<file path="src/rtl/uart_rx_fifo_if.sv">
// uart_rx_fifo_if: receiver-side and consumer-side signals of uart_rx_fifo.
//   Rx_DATA/Rx_VALID/Rx_FERROR/Rx_PERROR : level outputs of uart_receiver
//   rd_en, clear_status                  : consumer requests
//   rd_data, rd_valid                    : registered read result
//   empty, full, count, overflow, err_count : FIFO status
//   master = stimulus/user side, slave = the FIFO itself
interface uart_rx_fifo_if #(
    parameter int ADDR_W = 4,
    parameter int ERR_W  = 8
);
    logic [7:0]        Rx_DATA;
    logic              Rx_VALID;
    logic              Rx_FERROR;
    logic              Rx_PERROR;
    logic              rd_en;
    logic              clear_status;
    logic [7:0]        rd_data;
    logic              rd_valid;
    logic              empty;
    logic              full;
    logic [ADDR_W:0]   count;
    logic              overflow;
    logic [ERR_W-1:0]  err_count;

    modport master (
        output Rx_DATA, Rx_VALID, Rx_FERROR, Rx_PERROR, rd_en, clear_status,
        input  rd_data, rd_valid, empty, full, count, overflow, err_count
    );

    modport slave (
        input  Rx_DATA, Rx_VALID, Rx_FERROR, Rx_PERROR, rd_en, clear_status,
        output rd_data, rd_valid, empty, full, count, overflow, err_count
    );
endinterface

</file>
<file path="src/rtl/uart_rx_fifo.sv">
// uart_rx_fifo: frame-detecting byte FIFO behind uart_receiver with error accounting.
//   clk   : system clock
//   reset : asynchronous, active-high
//   bus   : uart_rx_fifo_if.slave (receiver flags in, read handshake and status out)
module uart_rx_fifo #(
    parameter int DEPTH  = 16,
    parameter int ADDR_W = 4,
    parameter int ERR_W  = 8
) (
    input  logic            clk,
    input  logic            reset,
    uart_rx_fifo_if.slave   bus
);
    logic [7:0]        mem [DEPTH];
    logic [ADDR_W-1:0] wr_ptr_q, wr_ptr_d, rd_ptr_q, rd_ptr_d;
    logic [ADDR_W:0]   count_q, count_d;
    logic [7:0]        rd_data_q, rd_data_d;
    logic              rd_valid_q, rd_valid_d;
    logic              overflow_q, overflow_d;
    logic [ERR_W-1:0]  err_count_q, err_count_d;
    logic              ev_q, ev_d;
    logic              ev, frame, good, bad, empty, full, pop, push, drop;

    assign empty = (count_q == '0);
    assign full  = (count_q == (ADDR_W+1)'(DEPTH));

    // Receiver flags are levels; only their rising edge marks a new frame.
    assign ev    = bus.Rx_VALID | bus.Rx_FERROR | bus.Rx_PERROR;
    assign frame = ev & ~ev_q;
    assign good  = frame & bus.Rx_VALID & ~bus.Rx_FERROR & ~bus.Rx_PERROR;
    assign bad   = frame & (bus.Rx_FERROR | bus.Rx_PERROR);
    assign pop   = bus.rd_en & ~empty;
    // A pop in the same cycle frees a slot, so a full FIFO can still accept.
    assign push  = good & (~full | pop);
    assign drop  = good & full & ~pop;

    always_comb begin
        ev_d        = ev;
        wr_ptr_d    = push ? wr_ptr_q + 1'b1 : wr_ptr_q;
        rd_ptr_d    = pop ? rd_ptr_q + 1'b1 : rd_ptr_q;
        count_d     = count_q + (ADDR_W+1)'(push) - (ADDR_W+1)'(pop);
        rd_data_d   = pop ? mem[rd_ptr_q] : rd_data_q;
        rd_valid_d  = pop;
        overflow_d  = bus.clear_status ? 1'b0 : (overflow_q | drop);
        err_count_d = bus.clear_status ? '0 :
                      (bad && err_count_q != '1) ? err_count_q + 1'b1 : err_count_q;
    end

    always_ff @(posedge clk or posedge reset) begin
        if (reset) begin
            ev_q        <= 1'b0;
            wr_ptr_q    <= '0;
            rd_ptr_q    <= '0;
            count_q     <= '0;
            rd_data_q   <= 8'h00;
            rd_valid_q  <= 1'b0;
            overflow_q  <= 1'b0;
            err_count_q <= '0;
        end else begin
            ev_q        <= ev_d;
            wr_ptr_q    <= wr_ptr_d;
            rd_ptr_q    <= rd_ptr_d;
            count_q     <= count_d;
            rd_data_q   <= rd_data_d;
            rd_valid_q  <= rd_valid_d;
            overflow_q  <= overflow_d;
            err_count_q <= err_count_d;
        end
    end

    // Storage is not reset; pointers alone define what is valid.
    always_ff @(posedge clk) begin
        if (push) mem[wr_ptr_q] <= bus.Rx_DATA;
    end

    assign bus.rd_data   = rd_data_q;
    assign bus.rd_valid  = rd_valid_q;
    assign bus.empty     = empty;
    assign bus.full      = full;
    assign bus.count     = count_q;
    assign bus.overflow  = overflow_q;
    assign bus.err_count = err_count_q;
endmodule

</file>
<file path="src/flat_wrapper.sv">
// flat-port wrapper written by rule: the top's interface ports become plain ports
module uart_rx_fifo_flat 
#(
    parameter int DEPTH  = 16,
    parameter int ADDR_W = 4,
    parameter int ERR_W  = 8
)
  (clk, reset, bus_Rx_DATA, bus_Rx_VALID, bus_Rx_FERROR, bus_Rx_PERROR, bus_rd_en, bus_clear_status, bus_rd_data, bus_rd_valid, bus_empty, bus_full, bus_count, bus_overflow, bus_err_count);
  uart_rx_fifo_if #(.ADDR_W(ADDR_W), .ERR_W(ERR_W)) bus_i ();
  input  logic clk;
  input  logic reset;
  input wire logic [$bits(bus_i.Rx_DATA)-1:0] bus_Rx_DATA;
  input wire logic [$bits(bus_i.Rx_VALID)-1:0] bus_Rx_VALID;
  input wire logic [$bits(bus_i.Rx_FERROR)-1:0] bus_Rx_FERROR;
  input wire logic [$bits(bus_i.Rx_PERROR)-1:0] bus_Rx_PERROR;
  input wire logic [$bits(bus_i.rd_en)-1:0] bus_rd_en;
  input wire logic [$bits(bus_i.clear_status)-1:0] bus_clear_status;
  output wire logic [$bits(bus_i.rd_data)-1:0] bus_rd_data;
  output wire logic [$bits(bus_i.rd_valid)-1:0] bus_rd_valid;
  output wire logic [$bits(bus_i.empty)-1:0] bus_empty;
  output wire logic [$bits(bus_i.full)-1:0] bus_full;
  output wire logic [$bits(bus_i.count)-1:0] bus_count;
  output wire logic [$bits(bus_i.overflow)-1:0] bus_overflow;
  output wire logic [$bits(bus_i.err_count)-1:0] bus_err_count;
  assign bus_i.Rx_DATA = bus_Rx_DATA;
  assign bus_i.Rx_VALID = bus_Rx_VALID;
  assign bus_i.Rx_FERROR = bus_Rx_FERROR;
  assign bus_i.Rx_PERROR = bus_Rx_PERROR;
  assign bus_i.rd_en = bus_rd_en;
  assign bus_i.clear_status = bus_clear_status;
  assign bus_rd_data = bus_i.rd_data;
  assign bus_rd_valid = bus_i.rd_valid;
  assign bus_empty = bus_i.empty;
  assign bus_full = bus_i.full;
  assign bus_count = bus_i.count;
  assign bus_overflow = bus_i.overflow;
  assign bus_err_count = bus_i.err_count;
  uart_rx_fifo #(.DEPTH(DEPTH), .ADDR_W(ADDR_W), .ERR_W(ERR_W)) u_core (.clk(clk), .reset(reset), .bus(bus_i));
endmodule
</file>
<file path="config.mk">
export PLATFORM = sky130hd
export DESIGN_NAME = uart_rx_fifo_flat
export DESIGN_NICKNAME = d
export VERILOG_FILES = /design/src/rtl/uart_rx_fifo_if.sv /design/src/rtl/uart_rx_fifo.sv /design/src/flat_wrapper.sv
export SDC_FILE = /design/constraint.sdc
export NUM_CORES = 1
export LEC_CHECK = 0
export BUFFER_PORTS_ARGS = -buffer_cell sky130_fd_sc_hd__buf_2
export CAP_MARGIN = 5
export CELL_PAD_IN_SITES_DETAIL_PLACEMENT = 1
export CELL_PAD_IN_SITES_GLOBAL_PLACEMENT = 2
export CORE_ASPECT_RATIO = 0.5
export CORE_UTILIZATION = 48
export CTS_BUF_LIST = sky130_fd_sc_hd__clkbuf_4
export CTS_CLUSTER_SIZE = 28
export DETAILED_ROUTE_END_ITERATION = 6
export PLACE_DENSITY_LB_ADDON = 0.1
export SETUP_SLACK_MARGIN = 0.5
export SLEW_MARGIN = 10
export SYNTH_ARGS = -nofsm -noshare
export SYNTH_HDL_FRONTEND = slang
export SYNTH_SLANG_ARGS = --single-unit
</file>
<file path="constraint.sdc">
create_clock -name clk -period 3.4 [get_ports clk]
set_input_delay 0.17 -clock clk [delete_from_list [all_inputs] [get_ports clk]]
set_output_delay 0.17 -clock clk [all_outputs]
set_load 0.005 [all_outputs]
</file>
==> flow_metrics.env, run 1 <==
export IMPL_syn_inst=361
export IMPL_rows=29
export IMPL_synthMuxAreaShare_pct=12.15
export IMPL_critical_path_arrival_ns=2.81
export IMPL_drv_cap=0
export IMPL_grt_use_met3_pct=5.504
export IMPL_synth_nets=389
export IMPL_critPathLaunch="u_core.bus.count[2]"
export IMPL_cts_buffers=17
export IMPL_grt_antenna_before_repair=0
export IMPL_wl_per_cell_um=22.52
export IMPL_ios=40
export IMPL_final_hold_viol_count=0
export IMPL_met1_usage_pct=31.25
export IMPL_design_area_sq_um=7460
export IMPL_port_buffers=39
export IMPL_clk_root_buffer_cell="clkbuf_4"
export IMPL_layout_common_cells="edfxtp_1 (128), buf_2 (39), mux4_2 (30), dfrtp_1 (30), nor2_1 (27)"
export IMPL_synth_top_area_share_pct=57.76
export IMPL_synthAdderAreaFrac_pct=2.557
export IMPL_layout_commonest_cell="edfxtp_1"
export IMPL_synth_edf_count=128
export IMPL_die_h_um=85.26
export IMPL_drv_slew=0
export IMPL_synth_top_family_by_area="multiplexers"
export IMPL_pwr_share_comb_pct=26.5
export IMPL_drtIter0Drc=291
export IMPL_yosys_area_share_simple_pct=6.392
export IMPL_overflow=0
export IMPL_pwr_share_seq_pct=51.3
export IMPL_globalplace_congestion=0.7769
export IMPL_rsz0062_at_grt="false"
export IMPL_reg2reg_from="u_core.bus.count[2]"
export IMPL_period_share_pct=77.47
export IMPL_critPathMaxFanout=13
export IMPL_cts_resized=0
export IMPL_cp_end_kind="register"
export IMPL_start_util_pct=50.81
export IMPL_hpwl_um=9452
export IMPL_tns_ns=0
export IMPL_cts_tree="built"
export IMPL_ys_async_sr_fraction_pct=20.00
export IMPL_power_density_nw_per_um2=677.0
export IMPL_die_area_sq_um=14370
export IMPL_coreArea_sq_um=13100
export IMPL_dr_pass1_iters=4
export IMPL_fin_total_pwr_mw=5.050
export IMPL_clk_pin_slew_worst_paths_ns=0.15
export IMPL_worstMarginPinSlew_ns=0.8986
export IMPL_finalNonFillerCells=624
export IMPL_place_area_sq_um=7034
export IMPL_max_freq_mhz=379.6
export IMPL_drive_gt1_share_pct=29.68
export IMPL_grt_usage_pct=21.59
export IMPL_postCtsHoldBufs=13
export IMPL_clock_path_buffers=2
export IMPL_period_needed_ns=2.634
export IMPL_yosysWarnings=0
export IMPL_synth_sequential_area_ratio_pct=69.79
export IMPL_switching_share_pct=34.32
export IMPL_ff2ff_path_depth=6
export IMPL_place_inst=579
export IMPL_vias_per_cell=5.486
export IMPL_cp_required_ns=3.57
export IMPL_worst_hold_slack_ns=0.1043
export IMPL_maxSlewHeadroom_pct=39.87
export IMPL_worstHoldPathCells=5
export IMPL_netlist_top_cells_area="edfxtp_1 (58%), dfrtp_1 (12%), mux4_2 (10%)"
export IMPL_syn_area_sq_um=6655
export IMPL_synth_ff_type="edfxtp_1"
export IMPL_ir_drop_mv=0.3092
export IMPL_grt_pass1_vias=3650
export IMPL_grt_pass1_wl_um=21750
export IMPL_clock_latency_ns=0.56
export IMPL_synth_cell_type_count=53
export IMPL_wirelength_um=14050
export IMPL_drc=0
export IMPL_drtAntennaViolNets=0
export IMPL_synth_seq_cells=160
export IMPL_p_leak_nw=2.630
export IMPL_post_synth_top_area_cell="edfxtp_1"
export IMPL_r2r_slack_ns=0.77
export IMPL_clkPwrFrac_pct=22.2
export IMPL_finalSetupViolCount=0
export IMPL_synth_compound_area_share_pct=3.798
export IMPL_area_growth_pct=12.09
export IMPL_die_w_um=168.5
export IMPL_grt_max_degree=33
export IMPL_nNetsFinal=453
export IMPL_synthXorXnorAreaFrac_pct=2.218
export IMPL_htreeDepth=4
export IMPL_busiest_layer="met2"
export IMPL_clock_skew_ns=0.02885
export IMPL_switchingPower_mw=1.733
export IMPL_cell_internal_pwr_mw=3.317
export IMPL_avgSynthCellArea_sq_um=18.44
export IMPL_gr_usage_met2_pct=32.70
export IMPL_worstSetupPathType="register to register"
export IMPL_worstReg2RegEnd="u_core.mem[5][5]"
export IMPL_cts_num_sinks=160
export IMPL_worstSetupEndpoint="u_core.mem[5][5]"
export IMPL_cp_start_kind="register"
export IMPL_via_count=3423
export IMPL_status="completed"
export IMPL_post_cts_buffers=0
export IMPL_diodes=0
export IMPL_hold_path_class="input pin to register"
-- worst max-delay path: stages (launching register included) --
cell and delay, ns:
dfrtp_1 0.42, inv_1 0.08, ha_1 0.21, and4bb_2 0.28, a21oi_4 0.43, nand3b_4 0.14
nor2_1 0.70
-- worst min path at each step --
stage / from / endpoint / slack (ns)
after global routing: bus_Rx_PERROR / u_core.bus.overflow / 0.07
after floorplan: bus_Rx_DATA[0] / u_core.mem[0][0] / 0.27
after detailed placement: reset / u_core.bus.err_count[5] / 0.30
after global placement: reset / u_core.bus.count[0] / 0.28
final: bus_Rx_FERROR / u_core.bus.overflow / 0.10
after CTS: bus_Rx_FERROR / u_core.bus.overflow / 0.06
-- flip-flops by register name (all words and copies together) (netlist names) --
| register | cells |
|---|---|
| u_core.mem | 128 |
| u_core.bus.err_count | 8 |
| u_core.bus.overflow | 1 |
| u_core.ev_q | 1 |
| u_core.wr_ptr_q | 4 |
| u_core.bus.rd_data | 8 |
| u_core.rd_ptr_q | 4 |
| u_core.bus.rd_valid | 1 |
| u_core.bus.count | 5 |
-- metrics by stage --
step                setup WS [ns]  util, %
finish                     0.7659    56.95
global route               0.5700    56.95
CTS                        0.7518    56.95
detailed placement         0.7770    53.70
global placement           0.9515    53.70
floorplan                  0.7790        -
-- cell usage after synthesis, types with 2 or more instances --
library cell	n
edfxtp_1	128
dfrtp_1	32
mux4_2	30
nor2_1	27
inv_1	20
xnor2_1	13
ha_1	12
mux2i_1	11
a221oi_1	7
o22ai_1	7
nand2_1	5
a21oi_1	4
and2_1	4
buf_2	4
buf_6	3
nor4b_2	3
nor4b_4	3
a2111oi_2	2
a211oi_1	2
a31oi_1	2
and3_1	2
buf_1	2
buf_8	2
clkbuf_1	2
mux2_2	2
nand3_1	2
nand4_1	2
o21bai_1	2
xor2_1	2
-- area by class of cell --
type	instances	area (sq um)
inverter	20	75.07
fill	1186	5639
multi-input combinational	165	1804
timing repair buffer	61	405.4
tap	186	232.7
sequential	160	4647
clock inverter	15	167.7
clock buffer	17	127.6
-- kinds of logic (layout without fill, tap and decap cells) --
group,after synthesis,in the layout
and+or+nand+nor,61,61
muxes,43,43
DFF,160,160
adders and majority gates,13,13
buffers and inverters,36,113
AOI/OAI and AO/OA,32,32
xor gates and xnor gates,16,16
-- metal layers --
metal	wire length [um]	vias up
li1	-	1544
met1	6780	1781
met2	6487	88
met3	641	10
met4	140	0
met5	0	-
-- power groups by stage --
stage | combinational [mW] | clock, mW | sequential (mW)
detailed placement | 1.34 | 0 | 2.64
global route | 1.46 | 1.22 | 2.63
global placement | 1.30 | 0 | 2.63
CTS | 1.36 | 1.16 | 2.60
finish | 1.34 | 1.12 | 2.59
floorplan | 1.18 | 0 | 2.39
No activity file was read; power rests on OpenSTA's default activity.
==> run 2: changes to the inputs <==
Settings changed: CORE_UTILIZATION 48 to 43.
Clock period 3.4 ns to 2.1 ns, I/O delays scaled along.
==> run 2 against run 1 <==
The run now ends with setup timing left. Sequential share of layout area decreased by 7.1 points. Combinational power grew to 2.9 times the previous value. Utilization is 0.066 points higher. Count of clock-buffer cells in the layout is the same. Die area rose by 11%. Critical endpoint is now u_core.bus.count[4]. Largest cell class unchanged. Largest power group unchanged.
==> flow_metrics.env, run 2 (same netlist as run 1, synthesis figures left out) <==
export IMPL_cts_num_sinks=160
export IMPL_max_freq_mhz=461.7
export IMPL_dr_pass1_iters=4
export IMPL_layout_common_cells="edfxtp_1 (128), buf_2 (38), mux4_2 (30), dfrtp_1 (30), buf_4 (27)"
export IMPL_switching_share_pct=33.94
export IMPL_holdPathEnd="u_core.bus.overflow"
export IMPL_worstMarginPinSlew_ns=0.5647
export IMPL_diodes=0
export IMPL_drv_cap=0
export IMPL_rsz0062_at_grt="true"
export IMPL_pre_cts_slack_ns=-0.1200
export IMPL_design_area_sq_um=8426
export IMPL_cell_internal_pwr_mw=6.396
export IMPL_cp_start_kind="register"
export IMPL_clk_pin_slew_worst_paths_ns=0.13
export IMPL_grt_antenna_before_repair=0
export IMPL_drtAntennaViolNets=0
export IMPL_finalSetupViolCount=57
export IMPL_final_hold_viol_count=0
export IMPL_cts_tree="built"
export IMPL_critical_path_arrival_ns=2.63
export IMPL_worstHoldPathCells=5
export IMPL_cts_buffers=17
export IMPL_grt_pass1_vias=4030
export IMPL_largest_register="u_core.mem"
export IMPL_ff2ff_path_depth=13
export IMPL_globalplace_congestion=0.7636
export IMPL_cp_required_ns=2.57
export IMPL_r2r_slack_ns=-0.07
export IMPL_drtIter0Drc=290
export IMPL_wl_per_cell_um=23.93
export IMPL_status="finished, violations left"
export IMPL_via_count=3680
export IMPL_layout_commonest_cell="edfxtp_1"
export IMPL_maxSlewHeadroom_pct=62.35
export IMPL_p_leak_nw=2.956
export IMPL_power_density_nw_per_um2=1149
export IMPL_switchingPower_mw=3.286
export IMPL_grt_pass1_wl_um=24740
export IMPL_hold_path_class="input pin to register"
export IMPL_drv_slew=0
export IMPL_vias_per_cell=5.396
export IMPL_cp_end_kind="register"
export IMPL_die_h_um=89.97
export IMPL_drc=0
export IMPL_hpwl_um=10030
export IMPL_violations="setup timing"
export IMPL_ir_drop_mv=0.3997
export IMPL_period_share_pct=103.1
export IMPL_grt_max_degree=33
export IMPL_clock_latency_ns=0.55
export IMPL_htreeDepth=4
export IMPL_critPathMaxFanout=2
export IMPL_worst_slack_ns=-0.06599
export IMPL_die_area_sq_um=16010
export IMPL_coreArea_sq_um=14780
export IMPL_clkPwrFrac_pct=19.6
export IMPL_place_area_sq_um=7336
export IMPL_period_needed_ns=2.166
export IMPL_start_util_pct=45.03
export IMPL_clock_skew_ns=0.02709
export IMPL_area_growth_pct=26.60
export IMPL_clk_root_buffer_cell="clkbuf_4"
export IMPL_reg2reg_from="u_core.bus.count[3]"
export IMPL_rows=31
export IMPL_port_buffers=39
export IMPL_overflow=0
export IMPL_grt_usage_pct=21.98
export IMPL_nNetsFinal=499
export IMPL_wirelength_um=16320
export IMPL_worstSetupPathType="register to register"
export IMPL_ios=40
export IMPL_clock_path_buffers=2
export IMPL_drive_gt1_share_pct=46.07
export IMPL_largest_reg_flops=128
export IMPL_die_w_um=177.9
export IMPL_hold_start="bus_Rx_FERROR"
export IMPL_worstReg2RegEnd="u_core.bus.count[4]"
export IMPL_pwr_share_comb_pct=40.0
export IMPL_pwr_share_seq_pct=40.3
[run 2: cell types whose count changed in the layout (fill, tap and decap cells not counted), moves of 6 or more]
cell / change
a221oi_1: -6
buf_12: +14
buf_4: +19
buf_6: +9
mux2i_1: -6
nor2_1: -9
nor2_4: +8
o22ai_1: -7
[run 2: area by class of cell]
cell class	count	area [sq um]
timing repair buffer	107	1025
inverter	20	75.07
sequential	160	4647
clock inverter	15	158.9
fill	1338	6352
multi-input combinational	165	2145
clock buffer	17	127.6
tap	198	247.7
[run 2: metrics by stage]
stage	power, mW	utilization (%)	cells	TNS [ns]	hold slack [ns]
global placement	6.711	49.64	605	-0.1826	0.2343
floorplan	5.879	-	361	-0.4549	0.2039
global route	10.21	57.01	682	-6.902	0.01274
detailed placement	6.797	49.64	605	-1.112	0.2479
CTS	9.543	55.92	675	-0.1535	-0.04585
finish	9.683	57.01	682	-1.398	0.03567
[run 2: repair_timing]
item	CTS	global route
hold endpoints to repair	170	0
setup endpoints to repair	151	156
pin swaps	16	15
hold buffers	13	0
cloned	2	0
setup buffers	23	7
resized for setup	40	21
[run 2: worst max-delay path by stage]
stage,start,endpoint,slack [ns],cells past startpoint
floorplan,u_core.bus.count[3],u_core.bus.count[4],-0.28,14
detailed placement,u_core.bus.count[2],u_core.bus.count[4],-0.12,13
CTS,u_core.bus.count[3],u_core.bus.count[4],-0.07,13
global route,u_core.bus.count[2],u_core.bus.count[4],-0.23,13
global placement,u_core.bus.count[3],u_core.bus.count[4],-0.08,13
finish,u_core.bus.count[3],u_core.bus.count[4],-0.07,13
[run 2: critical path, stage by stage, from the launching register on]
cell and delay, ns:
dfrtp_1 0.41, inv_2 0.08, ha_4 0.13, nor4b_4 0.22, nor2_2 0.09, ha_4 0.22
inv_2 0.06, ha_4 0.12, inv_2 0.03, fa_2 0.33, inv_1 0.06, a21oi_1 0.06
o21bai_1 0.16, xnor2_1 0.13
[run 2: per-layer routing]
metal  wire [um]  track usage (%)  share of wire [%]
met1        6878            30.02                 42
met4         170            5.840                1.0
met2        8168            35.54                 50
met3        1099            5.034                6.7
met5           0                0                  0
[run 2: power groups by stage]
| stage | clock network, mW | registers (mW) | logic, mW |
|---|---|---|---|
| global route | 2.08 | 3.94 | 4.20 |
| finish | 1.90 | 3.91 | 3.88 |
| global placement | 0 | 3.94 | 2.77 |
| detailed placement | 0 | 3.96 | 2.83 |
| CTS | 1.95 | 3.90 | 3.69 |
| floorplan | 0 | 3.88 | 2.00 |
